**src/rtl/alu_seq_pkg.sv**
```systemverilog
// -----------------------------------------------------------------------------
// alu_seq_pkg
// Shared constants and types for the ALU sequencer:
//   - MIPS R-type funct codes handled by the sequencer
//   - 3-bit op codes understood by the gate-level ALU
//   - sequencer FSM state encoding
// Optional feature macro: SIGNED_MULT_EN (adds the operand magnitude helper
// used by signed multiply).
// -----------------------------------------------------------------------------
package alu_seq_pkg;

  // R-type funct codes
  localparam logic [5:0] F_ADD   = 6'h20;
  localparam logic [5:0] F_ADDU  = 6'h21;
  localparam logic [5:0] F_SUB   = 6'h22;
  localparam logic [5:0] F_SUBU  = 6'h23;
  localparam logic [5:0] F_AND   = 6'h24;
  localparam logic [5:0] F_OR    = 6'h25;
  localparam logic [5:0] F_SLT   = 6'h2A;
  localparam logic [5:0] F_MULTU = 6'h19;
  localparam logic [5:0] F_MULT  = 6'h18;

  // ALU op codes
  localparam logic [2:0] OP_AND = 3'b000;
  localparam logic [2:0] OP_OR  = 3'b001;
  localparam logic [2:0] OP_ADD = 3'b010;
  localparam logic [2:0] OP_SUB = 3'b110;
  localparam logic [2:0] OP_SLT = 3'b111;

  typedef enum logic [2:0] {
    S_IDLE = 3'd0,
    S_EXEC = 3'd1,
    S_MUL  = 3'd2,
    S_NEG  = 3'd3,
    S_DONE = 3'd4
  } state_t;

`ifdef SIGNED_MULT_EN
  // Two's-complement magnitude; 0x80000000 maps to itself, which is the
  // correct unsigned magnitude.
  function automatic logic [31:0] mag32(input logic [31:0] v);
    return v[31] ? (~v + 32'd1) : v;
  endfunction
`endif

endpackage

```
**src/rtl/alu_funct_decode.sv**
```systemverilog
// -----------------------------------------------------------------------------
// alu_funct_decode
// Combinational funct decoder for the ALU sequencer.
// Ports:
//   i_funct   in  6  R-type funct code
//   o_alu_op  out 3  ALU op for single-cycle functs (ADD for multiplies)
//   o_ovf_en  out 1  signed overflow is reported (add/sub)
//   o_is_mul  out 1  funct runs the shift-add multiply
//   o_err     out 1  funct is not supported
// Optional feature macro: SIGNED_MULT_EN (funct 0x18 mult decodes as multiply;
// otherwise it is unsupported).
// -----------------------------------------------------------------------------
module alu_funct_decode
  import alu_seq_pkg::*;
(
  input  logic [5:0] i_funct,
  output logic [2:0] o_alu_op,
  output logic       o_ovf_en,
  output logic       o_is_mul,
  output logic       o_err
);

  always_comb begin
    o_alu_op = OP_AND;
    o_ovf_en = 1'b0;
    o_is_mul = 1'b0;
    o_err    = 1'b0;
    case (i_funct)
      F_ADD:   begin o_alu_op = OP_ADD; o_ovf_en = 1'b1; end
      F_ADDU:  o_alu_op = OP_ADD;
      F_SUB:   begin o_alu_op = OP_SUB; o_ovf_en = 1'b1; end
      F_SUBU:  o_alu_op = OP_SUB;
      F_AND:   o_alu_op = OP_AND;
      F_OR:    o_alu_op = OP_OR;
      F_SLT:   o_alu_op = OP_SLT;
      F_MULTU: begin o_alu_op = OP_ADD; o_is_mul = 1'b1; end
`ifdef SIGNED_MULT_EN
      F_MULT:  begin o_alu_op = OP_ADD; o_is_mul = 1'b1; end
`endif
      default: o_err = 1'b1;
    endcase
  end

endmodule

```
**src/rtl/alu_sequencer.sv**
```systemverilog
// -----------------------------------------------------------------------------
// alu_sequencer
// Multi-cycle execute front-end for the external 32-bit gate-level ALU.
// Accepts an R-type request, drives the ALU for one cycle (logic/arith ops) or
// ITERS cycles (shift-add unsigned multiply using the ALU adder), and returns
// lo/hi/overflow/error.
//
// Handshakes: a transfer happens on a rising clk edge where valid && ready.
// The producer holds valid and data until that edge; ready does not depend on
// valid. in_ready is high only in IDLE, out_valid only in DONE, so a request is
// never accepted in the cycle its predecessor's result is consumed.
//
// Ports:
//   clk, rst                 clock, asynchronous active-high reset
//   in_valid/in_ready        request handshake (funct, op_a, op_b)
//   out_valid/out_ready      result handshake (out_lo, out_hi, out_ovf, out_err)
//   alu_a/alu_b/alu_op       ALU operands and op (0 outside EXEC/MUL)
//   alu_r/alu_v/alu_c31      ALU result, overflow, carry out of bit 31
//   dbg_state                current FSM state (state_t encoding)
// Optional feature macro: SIGNED_MULT_EN (funct 0x18 signed multiply with a
// trailing NEG state; undefined -> 0x18 is an unsupported funct).
// -----------------------------------------------------------------------------
module alu_sequencer
  import alu_seq_pkg::*;
#(
  parameter int ITERS = 32  // must equal the operand width (32)
) (
  input  logic        clk,
  input  logic        rst,
  input  logic        in_valid,
  output logic        in_ready,
  input  logic [5:0]  funct,
  input  logic [31:0] op_a,
  input  logic [31:0] op_b,
  output logic        out_valid,
  input  logic        out_ready,
  output logic [31:0] out_lo,
  output logic [31:0] out_hi,
  output logic        out_ovf,
  output logic        out_err,
  output logic [31:0] alu_a,
  output logic [31:0] alu_b,
  output logic [2:0]  alu_op,
  input  logic [31:0] alu_r,
  input  logic        alu_v,
  input  logic        alu_c31,
  output logic [2:0]  dbg_state
);

  localparam int CNT_W = $clog2(ITERS);
  localparam logic [CNT_W-1:0] CNT_LAST = CNT_W'(ITERS - 1);

  state_t r_state;
  state_t w_next;

  // Request registers; r_a doubles as the multiplier shift register and
  // r_b as the multiplicand during MUL.
  logic [31:0]      r_a;
  logic [31:0]      r_b;
  logic [2:0]       r_op;
  logic             r_ovf_en;
  logic [31:0]      r_acc;
  logic [CNT_W-1:0] r_cnt;

  logic [31:0] r_lo;
  logic [31:0] r_hi;
  logic        r_ovf;
  logic        r_err;

`ifdef SIGNED_MULT_EN
  logic r_signed;  // request was mult: pass through NEG after MUL
  logic r_neg;     // operand signs differed: negate the product in NEG
  logic w_is_smul;
  assign w_is_smul = (funct == F_MULT);
`endif

  logic [2:0] w_dec_op;
  logic       w_dec_ovf_en;
  logic       w_dec_is_mul;
  logic       w_dec_err;

  alu_funct_decode u_decode (
    .i_funct  (funct),
    .o_alu_op (w_dec_op),
    .o_ovf_en (w_dec_ovf_en),
    .o_is_mul (w_dec_is_mul),
    .o_err    (w_dec_err)
  );

  logic w_accept;
  logic w_last;
  assign w_accept = in_valid && (r_state == S_IDLE);
  assign w_last   = (r_cnt == CNT_LAST);

  // One shift-add step: the sum (or the unchanged accumulator) is shifted
  // right as a 65-bit {carry, acc, mplr} chain.
  logic        w_c;
  logic [31:0] w_s;
  logic [31:0] w_acc_nxt;
  logic [31:0] w_mplr_nxt;

  always_comb begin
    if (r_a[0]) begin
      w_c = alu_c31;
      w_s = alu_r;
    end else begin
      w_c = 1'b0;
      w_s = r_acc;
    end
    w_acc_nxt  = {w_c, w_s[31:1]};
    w_mplr_nxt = {w_s[0], r_a[31:1]};
  end

  // State register
  always_ff @(posedge clk or posedge rst) begin
    if (rst) r_state <= S_IDLE;
    else     r_state <= w_next;
  end

  // Next-state logic
  always_comb begin
    w_next = r_state;
    case (r_state)
      S_IDLE: begin
        if (w_accept) begin
          if (w_dec_err)         w_next = S_DONE;
          else if (w_dec_is_mul) w_next = S_MUL;
          else                   w_next = S_EXEC;
        end
      end
      S_EXEC: w_next = S_DONE;
      S_MUL: begin
        if (w_last) begin
`ifdef SIGNED_MULT_EN
          w_next = r_signed ? S_NEG : S_DONE;
`else
          w_next = S_DONE;
`endif
        end
      end
`ifdef SIGNED_MULT_EN
      S_NEG:  w_next = S_DONE;
`endif
      S_DONE: if (out_ready) w_next = S_IDLE;
      default: w_next = S_IDLE;
    endcase
  end

  // Output logic
  always_comb begin
    in_ready  = (r_state == S_IDLE);
    out_valid = (r_state == S_DONE);
    alu_a     = 32'd0;
    alu_b     = 32'd0;
    alu_op    = 3'b000;
    case (r_state)
      S_EXEC: begin
        alu_a  = r_a;
        alu_b  = r_b;
        alu_op = r_op;
      end
      S_MUL: begin
        alu_a  = r_acc;
        alu_b  = r_b;
        alu_op = OP_ADD;
      end
      default: ;
    endcase
  end

  // Datapath
  always_ff @(posedge clk or posedge rst) begin
    if (rst) begin
      r_a      <= 32'd0;
      r_b      <= 32'd0;
      r_op     <= 3'b000;
      r_ovf_en <= 1'b0;
      r_acc    <= 32'd0;
      r_cnt    <= '0;
      r_lo     <= 32'd0;
      r_hi     <= 32'd0;
      r_ovf    <= 1'b0;
      r_err    <= 1'b0;
`ifdef SIGNED_MULT_EN
      r_signed <= 1'b0;
      r_neg    <= 1'b0;
`endif
    end else begin
      case (r_state)
        S_IDLE: begin
          if (w_accept) begin
            r_a      <= op_a;
            r_b      <= op_b;
            r_op     <= w_dec_op;
            r_ovf_en <= w_dec_ovf_en;
            r_acc    <= 32'd0;
            r_cnt    <= '0;
`ifdef SIGNED_MULT_EN
            r_signed <= w_is_smul;
            r_neg    <= w_is_smul && (op_a[31] ^ op_b[31]);
            if (w_is_smul) begin
              r_a <= mag32(op_a);
              r_b <= mag32(op_b);
            end
`endif
            if (w_dec_err) begin
              r_lo  <= 32'd0;
              r_hi  <= 32'd0;
              r_ovf <= 1'b0;
              r_err <= 1'b1;
            end
          end
        end
        S_EXEC: begin
          r_lo  <= alu_r;
          r_hi  <= 32'd0;
          r_ovf <= r_ovf_en && alu_v;
          r_err <= 1'b0;
        end
        S_MUL: begin
          r_acc <= w_acc_nxt;
          r_a   <= w_mplr_nxt;
          r_cnt <= r_cnt + 1'b1;
          if (w_last) begin
            r_hi  <= w_acc_nxt;
            r_lo  <= w_mplr_nxt;
            r_ovf <= 1'b0;
            r_err <= 1'b0;
          end
        end
`ifdef SIGNED_MULT_EN
        S_NEG: begin
          if (r_neg) {r_hi, r_lo} <= ~{r_hi, r_lo} + 64'd1;
        end
`endif
        default: ;
      endcase
    end
  end

  assign out_lo    = r_lo;
  assign out_hi    = r_hi;
  assign out_ovf   = r_ovf;
  assign out_err   = r_err;
  assign dbg_state = r_state;

endmodule

```
**config.mk**
```make
export PLATFORM = sky130hd
export DESIGN_NAME = alu_sequencer
export DESIGN_NICKNAME = d
export VERILOG_FILES = /design/src/rtl/alu_seq_pkg.sv /design/src/rtl/alu_funct_decode.sv /design/src/rtl/alu_sequencer.sv
export SDC_FILE = /design/constraint.sdc
export NUM_CORES = 1
export LEC_CHECK = 0
export ABC_AREA = 1
export CAP_MARGIN = 20
export CORE_UTILIZATION = 44
export CTS_BUF_LIST = sky130_fd_sc_hd__clkbuf_4 sky130_fd_sc_hd__clkbuf_8
export DETAILED_ROUTE_END_ITERATION = 10
export PLACE_DENSITY = 0.83
export SLEW_MARGIN = 20
export SYNTH_ARGS = -nofsm -noshare
export SYNTH_HDL_FRONTEND = slang
export SYNTH_SLANG_ARGS = --single-unit
```
**constraint.sdc**
```tcl
create_clock -name clk -period 5.8 [get_ports clk]
set_input_delay 1.16 -clock clk [delete_from_list [all_inputs] [get_ports clk]]
set_output_delay 1.16 -clock clk [all_outputs]
set_load 0.1 [all_outputs]
```
==> metrics <==
initial cell density of the core=0.449; antenna violations before repair=1; Post-Layout Inst Area=10,800 um^2; synthesized instance count=1,004; PD cells=between 300 and 400 nW/um^2; H-tree depth=4; slew margin rel.=0.294; post-DR wirelength/cell=about 16 um; worst vdd ir=between 0.3 and 0.4 mV; hold buffers post-CTS=0; fin crit period=4480 ps; Post-Synth Adder-Cell Area=0.00310; num ports=about 250; post-synthesis mux area share=0; fin util=0.603; hold crit path type=reg2reg; largest net degree at the start of global routing=between 150 and 200; WL final=roughly 24 mm; Die Y=137 um; Total GRT Usage=0.258; die span in x=~140 um; Setup Crit Path Kind=reg2out; post-synthesis compound-gate area fraction=0.131; Critical Path Slowest Stage Cell=clkinv_1; GPL Wtd Cong=between 0.8 and 0.9; Area after DPL=10,500 um^2; CP required=~4600 ps; Ys Warns=0; Final Hold Vio Count=0; post-synthesis sequential area ratio=0.540; FF+latch count, synth=approximately 170; simple-gate share of the synthesized area=0.248; Slew Limit Fails=0; Post-Syn Area per Cell=between 8 and 9 um^2; Worst-path clk slew=100 ps; Nets=approximately 1,300; total CTS buffers=17; largest family of logic cells by synthesized area=simple AND/OR/NAND/NOR gates; capturing element type of the critical path=output pin; Clock Latency Late Sink=approximately 460 ps; via count of the first global-routing pass=approximately 7,500; Final Setup Violations=0; vias=between 7,000 and 8,000; FMAX=roughly 220 MHz; Final Skew=9.39 ps; Max clock buf depth=2; Distinct cells, synth=31; Die Area=18,900 um^2; setup TNS=0 ps; type of origin of the critical path=flip-flop; Post-Syn Area=about 8100 um^2; CP max stage delay=approximately 840 ps; P_leak=around 5.7 nW; global-route wire length before repair=~38 mm; routed vias/inst=approximately 5.2; Post-DRT Antenna Nets=0; Net Count, Synth=around 1,100; fraction of layout cells with a size suffix above 1=0.0975; port bufs=between 200 and 250; GR Overflow Total=0; area growth from synthesis to layout=34.2%; core area=18,000 um^2; post-CTS setup buffer count=0; Resize count post-CTS=0; clock sinks=174; xor and xnor area share after synthesis=0.00109; detailed placement HPWL=about 15 mm; Least-Margin Pin Slew=between 1000 and 1500 ps; CTS tree=yes; status=finished clean; CP Max Fanout=36; root buffer cell=clkbuf_8; crit-path cells=nor3_4 -> clkinv_1 -> nand2_1 -> inv_1 -> nor2_1 -> buf_4; DP Cell Count=around 1,400; num rows=between 40 and 50; non-filler cells, final=roughly 1,500; unrepaired setup endpoints after global routing=false; Critical Path AT=between 3000 and 4000 ps; DR DRC count=0; DRT Pass-1 Iters=5; final period utilization=0.773; MaxCap Viol Count=0; DR iter-0 viols=649
[registers in the layout, summed over array words and instances, names as in the netlist]
| signal | cells |
|---|---|
| r_a | 32 |
| r_b | 32 |
| out_lo | 32 |
| out_ovf | 1 |
| out_hi | 32 |
| r_cnt | 5 |
| dbg_state | 3 |
| r_op | 3 |
| r_ovf_en | 1 |
| r_acc | 32 |
| out_err | 1 |
[synthesized netlist by cell type (all sizes together)]
cell    number  area share
nand2      348        0.16
dfrtp      174        0.54
inv         89       0.041
nor2        78       0.038
o21ai       74       0.046
nand3       71       0.044
buf         39       0.027
a21oi       32       0.020
o211ai      31       0.029
a21o        30       0.028
clkbuf      20      0.0093
nor3         4      0.0031
a22o         2      0.0022
a22oi        2      0.0019
ha           2      0.0031
o22ai        2      0.0016
a211oi       1     0.00093
clkinv       1     0.00046
nand4        1     0.00078
o21bai       1     0.00093
o31ai        1     0.00093
xor2         1      0.0011
[where the power goes]
part / leakage, nW / switching [W] / internal [W] / total [W]
Clock: 0.166 / 0.000458 / 0.000355 / 0.000812
Sequential: 2.31 / 0.000115 / 0.00147 / 0.00158
Combinational: 3.17 / 0.00105 / 0.000346 / 0.00140
[area by class of cell]
| type | count | area [um^2] |
|---|---|---|
| clock inverter | 13 | 118 |
| antenna | 1 | 2.50 |
| inverter | 90 | 342 |
| multi-input combinational | 681 | 3110 |
| sequential | 174 | 4350 |
| clock buffer | 19 | 255 |
| timing repair buffer | 254 | 2360 |
| fill | 1603 | 7130 |
| tap | 229 | 287 |
[layout by cell type (no fill, tap or decap), types with 3 or more instances in the layout]
cell type / count
o211ai_1: 31
buf_4: 75
clkinvlp_4: 9
o21ai_0: 73
a21oi_1: 32
nor2_1: 75
nand2_2: 3
inv_2: 4
nand2_1: 345
clkbuf_8: 18
nand3_1: 71
clkdlybuf4s50_1: 178
inv_1: 83
dfrtp_1: 174
a21o_1: 30
nor3_1: 3
[kinds of logic after synthesis]
kind of cell,Yosys count
AOI/OAI and AO/OA,176
xor gates and xnor gates,1
adders and majority gates,2
buffers and inverters,149
DFF,174
and+or+nand+nor,502
[metal layers]
layer,GRT usage,part of all wire,up-vias
met1,0.338,0.43,3648
met3,0.0478,0.071,32
li1,-,-,3621
met4,0.0977,0.022,0
met2,0.424,0.48,343
met5,0,0,-
[final timing paths]
check	start	endpoint	slack [ps]	cells past startpoint
max	dbg_state[1]	alu_b[23]	1320	6
min	out_ovf	out_ovf	480	2
max in group asynchronous	rst	r_a[14]	3790	3
min reg2reg	out_ovf	out_ovf	480	2
min in group asynchronous	rst	out_lo[4]	1280	3
max reg2reg	dbg_state[2]	r_a[20]	2800	6
[critical path: cells and delay by family, from the launching register on]
kind | cells | cell delay, ps
flip-flops | 1 | 470
AND/OR/NAND/NOR | 3 | 750
buffers and inverters | 3 | 1640
[metrics by stage]
step                      hold slack [ps]  worst slack (ps)  total power (W)
after floorplan                       450               816          0.00261
after global placement                453              2160          0.00296
after detailed placement              458              1970          0.00300
after CTS                             479              1470          0.00381
after global routing                  497              1050          0.00400
final                                 476              1320          0.00379
(Power assumes the default switching activity.)
==> RTL edit (same flow settings) <==
Add a define of `SIGNED_MULT_EN`.
--- a/src/rtl/alu_seq_pkg.sv
+++ b/src/rtl/alu_seq_pkg.sv
@@ -9,2 +9,4 @@
 // -----------------------------------------------------------------------------
+`define SIGNED_MULT_EN
+
 package alu_seq_pkg;
Check against the original RTL: not equivalent (a bounded check fails within 4 cycles, from zero or initial values and one cycle with rst high).
==> RTL edit against the unedited design <==
Combinational power increased to 3.2 times the old value. Synthesized area increased by 54%. Largest power group is now combinational cells. Worst setup slack got worse by 240 ps. Fmax decreased by 5.1%. Cell area increased by 42%. Non-clock buffer count increased by 2. Total power increased by 93%. Routed wire length increased by 94%. Sequential power increased by 25%. Cell count increased by 76%. Sequential cell count increased by 2. Highest routed layer unchanged. Global-route usage increased by 6.3 points.
==> RTL edit: results (changes against the unedited design) <==
metric	value	unit	change
cts-resized-gates	0		unchanged
grt_pass1_wl	70800	um	+88%
drt_iter0_markers	1518		+130%
startpoint	dbg_state[2]		
ir_drop	0.216	mV	-31%
grt_pass1_vias	12900		+72%
holdCritPathClass	reg2reg		
place_area	15000	um2	+44%
wl_per_cell	18.0	um	+11%
via_per_inst	5.48		+4.7%
dpl.hpwl	35600	um	+130%
dr.pass1.iters	6		+1
grtUsageTotal	32.1	%	+6.3 points
final_nets	2287		+72%
synthArstFlopShare	100	%	unchanged
ys_seq_area_share	35.5	%	-18 points
ys_top_cells_by_area	dfrtp_1 (35%), nand2_1 (18%), nor2_1 (10%)		
fillerInstances	2786		+74%
num_antenna_cells	0		-1
grt_start_max_net_pins	152		-13%
pre_cts_ws	1620	ps	-350 ps
cts_buffers	17		unchanged
portBuffers	245		unchanged
syn_nets	2080		+87%
ys_types	39		+26%
final-instance-count-excl-fill	2565		+76%
min_from	r_acc[23]		
cp.arrival	3570	ps	+250 ps
place_inst	2533		+77%
synth_warnings	0		unchanged
tightestPinTransition	1070	ps	+15.4 ps
yosys.area_share.xor_xnor	1.27	%	+1.2 points
antenna_found_initial	0		-1
post_cts_buffers	0		unchanged
clk_latency	490	ps	+30 ps
power_leakage	7.57	nW	+34%
yosysTopAreaCell	dfrtp_1		
synth_compound_area_share	12.4	%	-0.65 points
cts-root-buf	clkbuf_8		
syn_avg_cell_area	6.31	um2	-21%
ys_top_cells_by_count	nand2_1 (579), nor2_1 (340), inv_1 (216)		
path_max_fanout	30		-17%
status	finished, final reports clean		
synth_adder_area_share	0.504	%	+0.19 points
finalClockSkew	23.6	ps	+14.2 ps
gp_congestion	0.966		+14%
layout-drive-gt1-share	3.84	%	-5.9 points
[RTL edit: changes by cell type after synthesis, sizes merged, moves of 11 or more]
cell    change
nor2      +274
nand2     +238
nand3     +146
inv       +133
o21ai      +67
a21oi      +34
nand3b     +23
o211ai     -16
xor2       +16
nand4      +15
o21bai     +11
[RTL edit: worst max-delay path, stage by stage, from the launching register on]
cell             delay [ps]
dfrtp_1                 460
nor2_1                  200
nand2_4                 220
inv_2                   480
buf_4                   330
nand2_1                 100
o21ai_0                  90
clkdlybuf4s50_1        1180
[RTL edit: kinds of logic after synthesis]
family,Yosys count
simple gates,1201
buf+inv,291
fa+ha+maj,5
xor+xnor,18
flops,176
compound gates,276
[RTL edit: power by group]
| group | total (mW) | switching [mW] | internal [mW] |
|---|---|---|---|
| Combinational | 4.49 | 3.41 | 1.08 |
| Sequential | 1.98 | 0.377 | 1.60 |
| Clock | 0.861 | 0.509 | 0.352 |
[RTL edit: cell type report]
type	instances	area, um2	share of cell area, %
Multi-Input combinational cell	1500	6790	44.1
Sequential cell	176	4400	28.6
Timing Repair Buffer	256	2530	16.4
Inverter	223	843	5.47
Tap cell	378	473	3.07
Clock buffer	18	241	1.57
Clock inverter	14	134	0.868
[RTL edit: layer usage]
metal | vias up | share of wire, % | track usage [%]
li1 | 6691 | - | -
met1 | 6500 | 40 | 41.3
met2 | 764 | 45 | 51.9
met3 | 100 | 11 | 7.42
met4 | 0 | 3.8 | 12.7
met5 | - | 0 | 0
[RTL edit: path summary, 6_finish.rpt]
kind / to / slack, ps / cells after the start
max reg2reg: out_hi[1] / 2350 / 8
max: alu_a[30] / 1070 / 7
min in group asynchronous: out_lo[16] / 1110 / 2
min: r_acc[23] / 480 / 1
min reg2reg: r_acc[23] / 480 / 1
max in group asynchronous: r_acc[25] / 3390 / 3
